<file path="config.mk">
export PLATFORM = sky130hd
export DESIGN_NAME = trap_ctrl_flat
export DESIGN_NICKNAME = d
export VERILOG_FILES = /design/src/rtl/CSR_Pkg.sv /design/src/rtl/CoreConfig.sv /design/src/rtl/trap_ctrl_if.sv /design/src/rtl/trap_cause_sel.sv /design/src/rtl/trap_ctrl.sv /design/src/flat_wrapper.sv
export SDC_FILE = /design/constraint.sdc
export NUM_CORES = 1
export LEC_CHECK = 0
export ABC_CLOCK_PERIOD_IN_PS = 4700
export CORE_MARGIN = 2
export CORE_UTILIZATION = 35
export CTS_CLUSTER_DIAMETER = 80
export DETAILED_ROUTE_END_ITERATION = 8
export HOLD_SLACK_MARGIN = 0.05
export PLACE_DENSITY = 0.91
export SKIP_LAST_GASP = 1
export SLEW_MARGIN = 20
export SYNTH_ARGS = -nofsm -noshare
export SYNTH_HDL_FRONTEND = slang
export SYNTH_HIERARCHICAL = 1
export SYNTH_SLANG_ARGS = --single-unit
</file>
<file path="constraint.sdc">
create_clock -name clk -period 4.7 [get_ports clk]
set_input_delay 0.94 -clock clk [delete_from_list [all_inputs] [get_ports clk]]
set_output_delay 0.94 -clock clk [all_outputs]
set_load 0.03 [all_outputs]
</file>
<file path="src/rtl/CSR_Pkg.sv">
// Machine-mode CSR types, trap cause codes and the trap priority order.
package CSR_Pkg;
  localparam logic [30:0] CAUSE_MSI              = 31'd3;
  localparam logic [30:0] CAUSE_MTI              = 31'd7;
  localparam logic [30:0] CAUSE_MEI              = 31'd11;
  localparam logic [30:0] CAUSE_FETCH_MISALIGNED = 31'd0;
  localparam logic [30:0] CAUSE_ILLEGAL          = 31'd2;
  localparam logic [30:0] CAUSE_EBREAK           = 31'd3;
  localparam logic [30:0] CAUSE_ECALL            = 31'd11;

  localparam logic [1:0] MTVEC_VECTORED = 2'd1;

  typedef enum logic {IDLE, FLUSH} trap_state_t;

  typedef struct packed {
    logic [18:0] wpri_hi;
    logic [1:0]  mpp;
    logic [2:0]  wpri_mid;
    logic        mpie;
    logic [2:0]  wpri_lo;
    logic        mie;
    logic [2:0]  wpri_0;
  } mstatus_t;

  typedef struct packed {
    logic meie;
    logic mtie;
    logic msie;
  } mie_m_only_t;

  typedef struct packed {
    logic meip;
    logic mtip;
    logic msip;
  } mip_m_only_t;

  typedef struct packed {
    logic [29:0] base;
    logic [1:0]  mode;
  } mtvec_t;

  typedef struct packed {
    logic        irq;
    logic [30:0] code;
  } mcause_t;

  // Interrupt priority: external, then software, then timer.
  function automatic logic [30:0] irq_code(input mie_m_only_t active);
    logic [30:0] code;
    if (active.meie)      code = CAUSE_MEI;
    else if (active.msie) code = CAUSE_MSI;
    else                  code = CAUSE_MTI;
    return code;
  endfunction

  function automatic logic [30:0] exc_code(input logic fetch_misaligned, input logic illegal,
                                           input logic ebreak);
    logic [30:0] code;
    if (fetch_misaligned) code = CAUSE_FETCH_MISALIGNED;
    else if (illegal)     code = CAUSE_ILLEGAL;
    else if (ebreak)      code = CAUSE_EBREAK;
    else                  code = CAUSE_ECALL;
    return code;
  endfunction
endpackage

</file>
<file path="src/rtl/CoreConfig.sv">
// Core-wide configuration constants.
// The PC is carried without its always-zero low bits.
package CoreConfig;
  localparam int PC_ZEROS = 2;
  localparam int PC_LEN   = 32 - PC_ZEROS;
endpackage

</file>
<file path="src/rtl/trap_ctrl_if.sv">
// Execute-stage, CSR and redirect signals between the core and trap_ctrl.
interface trap_ctrl_if;
  import CoreConfig::*;
  import CSR_Pkg::*;

  logic              stall_n;
  logic              instr_valid;
  logic [PC_LEN-1:0] instr_pc;
  logic              exc_fetch_misaligned;
  logic              exc_illegal;
  logic              exc_ebreak;
  logic              exc_ecall;
  logic              is_mret;
  logic              csr_wreq;
  mstatus_t          csr_mstatus;
  mie_m_only_t       csr_mie;
  mip_m_only_t       csr_mip;
  mtvec_t            csr_mtvec;
  logic [PC_LEN-1:0] csr_mepc;

  logic              trap_occurred;
  logic              trap_returned;
  logic [PC_LEN-1:0] new_mepc;
  mcause_t           new_mcause;
  logic              instr_kill;
  logic              redirect_valid;
  logic [PC_LEN-1:0] redirect_pc;
  logic              flush;

  modport master (
    output stall_n, instr_valid, instr_pc, exc_fetch_misaligned, exc_illegal, exc_ebreak,
           exc_ecall, is_mret, csr_wreq, csr_mstatus, csr_mie, csr_mip, csr_mtvec, csr_mepc,
    input  trap_occurred, trap_returned, new_mepc, new_mcause, instr_kill, redirect_valid,
           redirect_pc, flush
  );

  modport slave (
    input  stall_n, instr_valid, instr_pc, exc_fetch_misaligned, exc_illegal, exc_ebreak,
           exc_ecall, is_mret, csr_wreq, csr_mstatus, csr_mie, csr_mip, csr_mtvec, csr_mepc,
    output trap_occurred, trap_returned, new_mepc, new_mcause, instr_kill, redirect_valid,
           redirect_pc, flush
  );
endinterface

</file>
<file path="src/rtl/trap_cause_sel.sv">
// Priority encoder choosing the winning trap cause and its vectored-mode byte offset.
module trap_cause_sel
  import CSR_Pkg::*;
(
  input  mie_m_only_t irq_active,
  input  logic        irq_enable,
  input  logic        exc_fetch_misaligned,
  input  logic        exc_illegal,
  input  logic        exc_ebreak,
  input  logic        exc_ecall,
  input  logic [1:0]  tvec_mode,
  output logic        trap_hit,
  output mcause_t     cause,
  output logic [31:0] vec_offset
);

  always_comb begin
    trap_hit = 1'b0;
    cause    = '0;
    if (irq_enable && (|irq_active)) begin
      trap_hit   = 1'b1;
      cause.irq  = 1'b1;
      cause.code = irq_code(irq_active);
    end else if (exc_fetch_misaligned || exc_illegal || exc_ebreak || exc_ecall) begin
      trap_hit   = 1'b1;
      cause.code = exc_code(exc_fetch_misaligned, exc_illegal, exc_ebreak);
    end
  end

  // Reserved modes 2 and 3 fall back to direct mode.
  assign vec_offset = (cause.irq && tvec_mode == MTVEC_VECTORED) ? (32'(cause.code) << 2) : 32'd0;

endmodule

</file>
<file path="src/rtl/trap_ctrl.sv">
// Machine-mode trap/mret controller: picks the event, redirects the PC and holds the
// pipeline flushed for FLUSH_CYCLES advancing cycles afterwards.
module trap_ctrl
  import CoreConfig::*;
  import CSR_Pkg::*;
#(
  parameter int unsigned FLUSH_CYCLES = 2
) (
  input logic         clk,
  input logic         rst_sync,
  trap_ctrl_if.slave  bus
);

  localparam logic [2:0] FLUSH_LOAD = 3'(FLUSH_CYCLES - 1);

  trap_state_t state;
  logic [2:0]  flush_cnt;
  logic        accept;
  logic        trap_hit;
  logic        take_trap;
  logic        take_mret;
  mcause_t     cause;
  mie_m_only_t irq_active;
  logic [31:0] vec_offset;
  logic [31:0] target;
  logic        unused_ok;

  assign irq_active = bus.csr_mie & bus.csr_mip;

  trap_cause_sel u_cause_sel (
    .irq_active           (irq_active),
    .irq_enable           (bus.csr_mstatus.mie & ~bus.csr_wreq),
    .exc_fetch_misaligned (bus.exc_fetch_misaligned),
    .exc_illegal          (bus.exc_illegal),
    .exc_ebreak           (bus.exc_ebreak),
    .exc_ecall            (bus.exc_ecall),
    .tvec_mode            (bus.csr_mtvec.mode),
    .trap_hit             (trap_hit),
    .cause                (cause),
    .vec_offset           (vec_offset)
  );

  // Reset also masks events so no pulse escapes while it is held.
  assign accept    = (state == IDLE) && !rst_sync && bus.stall_n && bus.instr_valid;
  assign take_trap = accept && trap_hit;
  assign take_mret = accept && !trap_hit && bus.is_mret;
  assign target    = {bus.csr_mtvec.base, 2'b00} + vec_offset;

  assign bus.trap_occurred  = take_trap;
  assign bus.trap_returned  = take_mret;
  assign bus.instr_kill     = take_trap;
  assign bus.redirect_valid = take_trap || take_mret;
  assign bus.new_mepc       = take_trap ? bus.instr_pc : '0;
  assign bus.new_mcause     = take_trap ? cause : '0;
  assign bus.redirect_pc    = take_trap ? target[31:PC_ZEROS] :
                              take_mret ? bus.csr_mepc : '0;
  assign bus.flush          = (state == FLUSH);

  assign unused_ok = ^{target[PC_ZEROS-1:0], bus.csr_mstatus};

  always_ff @(posedge clk) begin
    if (rst_sync) begin
      state     <= IDLE;
      flush_cnt <= '0;
    end else begin
      case (state)
        IDLE: begin
          if (take_trap || take_mret) begin
            state     <= FLUSH;
            flush_cnt <= FLUSH_LOAD;
          end
        end
        FLUSH: begin
          if (bus.stall_n) begin
            if (flush_cnt == 3'd0) state <= IDLE;
            else                   flush_cnt <= flush_cnt - 3'd1;
          end
        end
        default: begin
          state     <= IDLE;
          flush_cnt <= '0;
        end
      endcase
    end
  end

endmodule

</file>
<file path="src/flat_wrapper.sv">
// flat-port wrapper written by rule: the top's interface ports become plain ports
module trap_ctrl_flat import CoreConfig::*; import CSR_Pkg::*;
#(
  parameter int unsigned FLUSH_CYCLES = 2
)
  (clk, rst_sync, bus_stall_n, bus_instr_valid, bus_instr_pc, bus_exc_fetch_misaligned, bus_exc_illegal, bus_exc_ebreak, bus_exc_ecall, bus_is_mret, bus_csr_wreq, bus_csr_mstatus, bus_csr_mie, bus_csr_mip, bus_csr_mtvec, bus_csr_mepc, bus_trap_occurred, bus_trap_returned, bus_new_mepc, bus_new_mcause, bus_instr_kill, bus_redirect_valid, bus_redirect_pc, bus_flush);
  trap_ctrl_if bus_i ();
  input logic clk;
  input logic rst_sync;
  input wire logic [$bits(bus_i.stall_n)-1:0] bus_stall_n;
  input wire logic [$bits(bus_i.instr_valid)-1:0] bus_instr_valid;
  input wire logic [$bits(bus_i.instr_pc)-1:0] bus_instr_pc;
  input wire logic [$bits(bus_i.exc_fetch_misaligned)-1:0] bus_exc_fetch_misaligned;
  input wire logic [$bits(bus_i.exc_illegal)-1:0] bus_exc_illegal;
  input wire logic [$bits(bus_i.exc_ebreak)-1:0] bus_exc_ebreak;
  input wire logic [$bits(bus_i.exc_ecall)-1:0] bus_exc_ecall;
  input wire logic [$bits(bus_i.is_mret)-1:0] bus_is_mret;
  input wire logic [$bits(bus_i.csr_wreq)-1:0] bus_csr_wreq;
  input wire logic [$bits(bus_i.csr_mstatus)-1:0] bus_csr_mstatus;
  input wire logic [$bits(bus_i.csr_mie)-1:0] bus_csr_mie;
  input wire logic [$bits(bus_i.csr_mip)-1:0] bus_csr_mip;
  input wire logic [$bits(bus_i.csr_mtvec)-1:0] bus_csr_mtvec;
  input wire logic [$bits(bus_i.csr_mepc)-1:0] bus_csr_mepc;
  output wire logic [$bits(bus_i.trap_occurred)-1:0] bus_trap_occurred;
  output wire logic [$bits(bus_i.trap_returned)-1:0] bus_trap_returned;
  output wire logic [$bits(bus_i.new_mepc)-1:0] bus_new_mepc;
  output wire logic [$bits(bus_i.new_mcause)-1:0] bus_new_mcause;
  output wire logic [$bits(bus_i.instr_kill)-1:0] bus_instr_kill;
  output wire logic [$bits(bus_i.redirect_valid)-1:0] bus_redirect_valid;
  output wire logic [$bits(bus_i.redirect_pc)-1:0] bus_redirect_pc;
  output wire logic [$bits(bus_i.flush)-1:0] bus_flush;
  assign bus_i.stall_n = bus_stall_n;
  assign bus_i.instr_valid = bus_instr_valid;
  assign bus_i.instr_pc = bus_instr_pc;
  assign bus_i.exc_fetch_misaligned = bus_exc_fetch_misaligned;
  assign bus_i.exc_illegal = bus_exc_illegal;
  assign bus_i.exc_ebreak = bus_exc_ebreak;
  assign bus_i.exc_ecall = bus_exc_ecall;
  assign bus_i.is_mret = bus_is_mret;
  assign bus_i.csr_wreq = bus_csr_wreq;
  assign bus_i.csr_mstatus = bus_csr_mstatus;
  assign bus_i.csr_mie = bus_csr_mie;
  assign bus_i.csr_mip = bus_csr_mip;
  assign bus_i.csr_mtvec = bus_csr_mtvec;
  assign bus_i.csr_mepc = bus_csr_mepc;
  assign bus_trap_occurred = bus_i.trap_occurred;
  assign bus_trap_returned = bus_i.trap_returned;
  assign bus_new_mepc = bus_i.new_mepc;
  assign bus_new_mcause = bus_i.new_mcause;
  assign bus_instr_kill = bus_i.instr_kill;
  assign bus_redirect_valid = bus_i.redirect_valid;
  assign bus_redirect_pc = bus_i.redirect_pc;
  assign bus_flush = bus_i.flush;
  trap_ctrl #(.FLUSH_CYCLES(FLUSH_CYCLES)) u_core (.clk(clk), .rst_sync(rst_sync), .bus(bus_i));
endmodule
</file>
# After elaboration in Yosys (flattened, before gate mapping)
# Cells that the tools add are included.
totals:
  reg_bits: 4
  in_bits: 140
  wordCells: 52
classes:
  add_sub_neg: 2
  mux: 23
  n_eq_ne: 4
  n_bitwise: 4
  reduce_logical: 17
ops:
  columns: ["cell", "n"]
  rows:
  - ["$mux W30", 3]
  - ["$mux W32", 2]
  - ["$add A32 B32 Y32", 1]
  - ["$mux W31", 1]
  - ["$mux W4", 5]
  - ["$mux W3", 4]
  - ["$logic_and A1 B1 Y1", 8]
  - ["$mux W1", 6]
  - ["$ne A2 B2 Y1 const B", 3]
  - ["$pmux W3 S2", 1]
  - ["$logic_or A1 B1 Y1", 4]
  - ["$and A3 B3 Y3", 1]
  - ["$logic_not A3 Y1", 1]
  - ["$reduce_and A3 Y1", 1]
  - ["$reduce_or A3 Y1", 1]
  - ["$sub A3 B1 Y3 const B", 1]
  - ["$eq A2 B1 Y1 const B", 1]
  - ["$logic_not A1 Y1", 2]
  - ["$not A1 Y1", 2]
  - ["$pmux W1 S2", 1]
  - ["$and A1 B1 Y1", 1]

# Depth between registers and ports, before layout
# Gate-level depths: netlist of run 1.
depth:
  ltp_word: 11
  depth_mapped: 13
  ltp_nobuf: 13

# By module
# Netlist of run 1, hierarchy kept.
by_module_without_submodules:
  columns: ["module", "area_per_inst_um2", "seq_area_each_um2", "cells_each", "n_inst"]
  rows:
  - ["trap_ctrl", 2526.2, 80.1, 386, 1]
  - ["trap_cause_sel", 519.2, 0.0, 72, 1]

# Worst setup path before layout of run 1
# OpenSTA, ideal clock, no wires.
synth_timing:
  kind: "input -> output"
  start: "input bus_csr_mie[2]"
  end: "output bus_redirect_pc[14]"
  slack_ns: -0.094
  arrival_time_ns: 3.854
  stages: 13
  n_path_buf: 0
  cell_sequence: "and2_1 o31ai_4 nor2_1 ha_1 fa_1 a21o_1 nand4_1 nand3_4 a31oi_1 o21ai_0 a21oi_1 xor2_1 o21ai_0"
synth_lines:
  columns: ["item", "line_no", "source"]
  rows:
  - ["from (decl)", "flat_wrapper.sv:20", "input wire logic [$bits(bus_i.csr_mie)-1:0] bus_csr_mie;"]
  - ["$and A3 B3 Y3 *", "trap_ctrl.sv:28", "assign irq_active = bus.csr_mie & bus.csr_mip;"]
  - ["$reduce_or A3 Y1", "trap_cause_sel.sv:20", "if (irq_enable && (|irq_active)) begin"]
  - ["$logic_and A1 B1 Y1", "trap_cause_sel.sv:20", null]
  - ["$mux W1", "trap_cause_sel.sv:20", null]
  - ["$logic_and A1 B1 Y1", "trap_cause_sel.sv:31", "assign vec_offset = (cause.irq && tvec_mode == MTVEC_VECTORED) ? (32'(cause.code) << 2) : 32'd0;"]
  - ["$mux W32 *", "trap_cause_sel.sv:31", null]
  - ["named net u_core.vec_offset[2]", "trap_ctrl.sv:24", "logic [31:0] vec_offset;"]
  - ["$add A32 B32 Y32 *", "trap_ctrl.sv:47", "assign target = {bus.csr_mtvec.base, 2'b00} + vec_offset;"]
  - ["$mux W30 *", "trap_ctrl.sv:55", "assign bus.redirect_pc = take_trap ? target[31:PC_ZEROS] :"]
  - ["to (decl)", "flat_wrapper.sv:30", "output wire logic [$bits(bus_i.redirect_pc)-1:0] bus_redirect_pc;"]
# The timed path passes the listed nets; every way through them passes the cells marked *.

==> results of run 1 <==
[path summary, 6_finish.rpt]
check                              to  cells after the start           startpoint  slack, ps
setup / recovery  bus_redirect_pc[26]                     16       bus_csr_mip[2]        110
setup reg to reg  u_core/flush_cnt[0]                      6     u_core/bus.flush       2930
hold reg to reg   u_core/flush_cnt[2]                      2  u_core/flush_cnt[2]        530
hold / removal    u_core/flush_cnt[2]                      2  u_core/flush_cnt[2]        530
[routing by layer]
layer | wire, um | GRT usage | share of wire
met1 | 4360 | 0.252 | 0.40
met2 | 5740 | 0.422 | 0.52
met3 | 644 | 0.0331 | 0.058
met4 | 277 | 0.0607 | 0.025
met5 | 0 | 0 | 0
[repair_timing]
item                                    in CTS  in global routing
endpoints found under the setup margin      17                 18
buffers inserted                             3                  1
gates resized for setup                     34                 14
pin swaps                                   19                 17
[worst register-to-register path: stages, from the launching register on]
cell and delay (ps):
dfxtp_1 350, nor4bb_4 400, buf_12 260, o21ai_0 160, buf_4 180, and3_1 160
nor3_1 170
[area by class of cell]
type                       count  area, um2  area share
clock buffer                   3       41.3     0.00830
inverter                      11       41.3     0.00830
multi-input combinational    407       2700       0.543
sequential                     4       80.1      0.0161
tap                          105        131      0.0264
timing repair buffer         213       1980       0.398
[state kept, by name, indices dropped and copies added, names as in the netlist]
| signal | cells |
|---|---|
| u_core/flush_cnt | 3 |
| u_core/bus.flush | 1 |
[per-stage QoR]
step                      worst slack, ps  TNS [ps]  hold slack [ps]  total power (W)   util
after global routing                -27.2     -71.6              560         0.000643  0.599
after global placement               -471     -2120              478         0.000490  0.579
after detailed placement             -571     -3090              501         0.000500  0.579
after CTS                            3.82         0              521         0.000583  0.594
final                                 108         0              526         0.000601  0.599
after floorplan                      8.40         0              464         0.000339      -
[layout by cell type (no fill, tap or decap), types with 4 or more instances in the layout]
cell,instances
a21oi_1,28
o21ai_1,12
inv_1,10
nor2_1,15
clkdlybuf4s50_1,127
nand4_1,10
o21ai_0,26
o31ai_1,4
dfxtp_1,4
nand2_1,50
xnor2_1,14
a31oi_1,7
buf_12,4
o21bai_1,5
conb_1,53
xor2_1,11
nand3_1,8
a21o_1,10
nor3_1,6
and3_1,63
ha_1,30
buf_4,72
[report_power, final]
part           internal (W)  leakage [nW]  switching, W
logic              0.000239          2.36      0.000255
clock network     0.0000545        0.0216     0.0000170
registers         0.0000352        0.0325   0.000000784
==> results.yml, run 1 <==
setup_path:
  crit_arrival_ps: 3650
  cp_cell_sequence: "clkdlybuf4s15_1 > and2_4 > o31ai_4 > nor2_4 > ha_2 > fa_2 > a21o_1 > nand4_1 > nand3_4 > a21bo_4 > a21oi_2 > buf_4 > a31oi_4 > o31a_1 > o21ai_1 > buf_4"
  cp-start-kind: "primary input"
  cp_data_required_time_ps: 3760
  critical-path-top-cell-by-count: "buf_4"
  crit_family: "compound AO/OA/AOI/OAI gates"
  path_buf_inv: 3
  cp-end-kind: "primary output"
  cp_max_stage_cell: "fa_2"
  critical_path.max_stage_delay_ps: 330
  crit_type: "in -> out"
  timing.critical_path.fanout_max: 3
placed_design:
  portBuffers: 178
  routabilityCongestion: 0.943
  place.detailed.instances: 737
  dp.final_hpwl_um: 9000
  placed_cell_area_um2: 4800
clock_tree:
  worst_setup_hold_path_clk_slew_ps: 30
  clock_insertion_delay_worst_skew_ps: 220
  ctsRootBufferMaster: "clkbuf_8"
  holdBufCountCts: 0
  total_clock_buffers_created_by_cts: 3
  clock_tree_from_tritoncts: "yes"
  tritoncts_num_sinks: 4
  clock_tree.buffer_depth: 2
  h_tree_level_count: 1
timing:
  number_of_hold_violations_in_the_final_report: 0
  fmax_ghz: 0.218
  worst_clock_skew_ps: 5.18
  timing.final.setup_violations: 0
  grt_setup_unrepaired: "true"
  min_period_ps: 4590
  period_share: 0.977
  finalMaxSlewViolations: 0
drt:
  dr.pass1.iters: 4
  via_count: 3762
  finalWirelength_um: 11000
  drc: 0
  drt_iter0_drc: 99
  routed_wire_length_per_instance_um: 14.8
  ant_nets: 0
  via_density_per_instance: 5.06
floorplanning:
  num_rows: 33
  die_h_um: 97.1
  coreArea_um2: 8300
  die_area_um2: 9420
  io_pins: 237
  die-width_um: 97.1
  floorplan.initialDensity: 0.365
grt:
  grt_remaining_overflow: 0
  gr-usage-all-layers: 0.221
  number_of_antenna_violations_at_the_first_check_in_global_routing: 0
  number_of_global_route_vias_before_repair: 3793
  wire_length_of_the_first_global_routing_pass_um: 17800
  grt_start_max_net_pins: 65
power:
  cellLeakagePower_nw: 2.42
  vdd_ir_drop_max_mv: 0.0629
  power_density_nw_per_um2: 121
finish:
  fillerInstances: 719
  finish.instance_area_um2: 4970
  final_net_count: 812
  syn2layout_area_growth_pct: 64.1
  diodes: 0
  final_layout_size_suffix_gt1_frac: 0.177
  post_layout_instance_count_excluding_filler_cells: 743
hold_path:
  timing.hold.worst.class: "reg -> reg"
synthesis:
  synth.avg_cell_area_um2: 6.65
  yosysWarnings: 6
  cells_after_synth: 456
  synth_area_um2: 3030
run:
  maxCapViolations: 0
run_status:
  status: "completed"
Note: power is estimated with default switching activity, not from simulation.
==> inputs of run 2 (changes only) <==
--- a/config.mk
+++ b/config.mk
@@ -6,13 +6,14 @@
 export NUM_CORES = 1
 export LEC_CHECK = 0
 export ABC_CLOCK_PERIOD_IN_PS = 4700
+export CAP_MARGIN = 20
 export CORE_MARGIN = 2
 export CORE_UTILIZATION = 35
 export CTS_CLUSTER_DIAMETER = 80
 export DETAILED_ROUTE_END_ITERATION = 8
 export HOLD_SLACK_MARGIN = 0.05
 export PLACE_DENSITY = 0.91
-export SKIP_LAST_GASP = 1
+export RECOVER_POWER = 50
 export SLEW_MARGIN = 20
 export SYNTH_ARGS = -nofsm -noshare
 export SYNTH_HDL_FRONTEND = slang
==> run 2 against run 1 <==
Utilization fell by 0.60 points. Maximum frequency rose by 0.36%. Largest cell class unchanged. Critical endpoint unchanged. Via count fell by 0.27%.
==> results.yml, run 2 (same netlist as run 1, synthesis figures left out) <==
setup_path:
  worstRegToRegCells: 6
  crit_arrival_ps: 3640
  cp-end-kind: "primary output"
  crit_type: "in -> out"
  cp-start-kind: "primary input"
  cp_data_required_time_ps: 3760
  timing.critical_path.fanout_max: 3
floorplanning:
  floorplan.initialDensity: 0.365
  die_area_um2: 9420
  coreArea_um2: 8300
  die-width_um: 97.1
  io_pins: 237
  die_h_um: 97.1
  num_rows: 33
clock_tree:
  clock_tree_from_tritoncts: "yes"
  total_clock_buffers_created_by_cts: 3
  clock_tree.buffer_depth: 2
  h_tree_level_count: 1
  clock_insertion_delay_worst_skew_ps: 220
  tritoncts_num_sinks: 4
  holdBufCountCts: 0
  worst_setup_hold_path_clk_slew_ps: 30
  ctsRootBufferMaster: "clkbuf_8"
timing:
  worst_clock_skew_ps: 6.46
  fmax_ghz: 0.219
  worst_slew_pin_slew_ps: 677
  finalMaxSlewViolations: 0
  period_share: 0.974
  min_period_ps: 4580
  timing.final.setup_violations: 0
  number_of_hold_violations_in_the_final_report: 0
  timing.max_slew.rel_slack: 0.549
hold_path:
  timing.hold.worst.class: "reg -> reg"
  hold_depth: 2
drt:
  drc: 0
  met3_wirelength_um: 587
  via_count: 3752
  highest-signal-layer: "met4"
  dr_wl_met2_um: 5700
  ant_nets: 0
  routed_wire_length_per_instance_um: 14.8
  via_density_per_instance: 5.05
  detail_route.wirelength.met1_um: 4450
  finalWirelength_um: 11000
  drt_iter0_drc: 109
  dr.pass1.iters: 4
power:
  vdd_ir_drop_max_mv: 0.0637
  finalPower_w: 0.000598
  power_density_nw_per_um2: 121
  cellLeakagePower_nw: 2.43
finish:
  syn2layout_area_growth_pct: 62.4
  diodes: 0
  register_with_the_most_flip_flops: "u_core/flush_cnt"
  final_layout_size_suffix_gt1_frac: 0.158
  multi_input_comb_area_um2: 2710
  most_common_cell_after_layout_fill_and_taps_aside: "clkdlybuf4s50_1"
  largest_register_ffs: 3
  fillerInstances: 734
  final_net_count: 812
  sequential_cell_area_um2: 80.1
  final_cell_mix: "clkdlybuf4s50_1 (108), and3_1 (63), buf_4 (60)"
  finish.instance_area_um2: 4920
placed_design:
  portBuffers: 178
  placed_cell_area_um2: 4800
  dp.final_hpwl_um: 9000
  routabilityCongestion: 0.943
grt:
  grt_start_max_net_pins: 65
  wire_length_of_the_first_global_routing_pass_um: 17800
  gr-usage-all-layers: 0.221
  number_of_global_route_vias_before_repair: 3793
  grt_remaining_overflow: 0
  number_of_antenna_violations_at_the_first_check_in_global_routing: 0
run:
  maxCapViolations: 0
run_status:
  status: "completed"
run 2: cell count changes in the layout (fill, tap and decap cells not counted), sizes merged:
cell | before | now
buf | 78 | 65
clkbuf | 5 | 18
clkdlybuf4s50 | 127 | 108
dlygate4sd3 | 0 | 19
run 2: repair_timing:
item / CTS / global route
endpoints found under the setup margin: 17 / 18
gates resized for setup: 34 / 15
pin swaps: 19 / 17
endpoints found under the hold margin: 0 / 0
cloned: 0 / 0
setup buffers: 3 / 1
run 2: final cells by class:
class | instances | share of cell area
Sequential cell | 4 | 0.0163
Tap cell | 105 | 0.0267
Clock buffer | 3 | 0.00839
Inverter | 11 | 0.00839
Timing Repair Buffer | 213 | 0.389
Multi-Input combinational cell | 407 | 0.551
run 2: power breakdown:
group	internal, W	leakage (nW)	switching [W]	total, W
clock network	0.0000546	0.0216	0.0000183	0.0000729
registers	0.0000352	0.0325	0.000000769	0.0000359
logic	0.000235	2.37	0.000254	0.000489
run 2: final timing paths:
kind | startpoint | to | slack (ps)
setup / recovery | bus_csr_mip[2] | bus_redirect_pc[26] | 120
hold / removal | u_core/flush_cnt[1] | u_core/flush_cnt[1] | 530
setup reg to reg | u_core/bus.flush | u_core/flush_cnt[0] | 2910
hold reg to reg | u_core/flush_cnt[1] | u_core/flush_cnt[1] | 530
run 2: critical path: stages:
cell and delay, ps:
clkdlybuf4s15_1 160, and2_4 140, o31ai_4 280, nor2_4 80, ha_4 170, fa_2 330
a21o_1 200, nand4_1 140, nand3_4 110, a21bo_4 230, a21oi_2 140, buf_4 150
a31oi_4 110, o31a_1 120, o21ai_1 140, buf_4 180
run 2: through the flow:
stage,worst slack [ps],instances,util,hold slack (ps),setup TNS (ps)
2_1_floorplan,8.40,508,-,464,0
6_report,125,743,0.593,533,0
3_3_place_gp,-471,737,0.579,478,-2120
5_1_grt,-18.0,743,0.593,560,-47.8
3_5_place_dp,-571,737,0.579,501,-3090
4_1_cts,3.82,742,0.594,521,0
run 2: per-layer routing:
metal  vias to the layer above  global-route usage
li1                       1898                   -
met1                      1694               0.252
met2                       136               0.422
met3                        24              0.0331
met4                         0              0.0607
met5                         -                   0
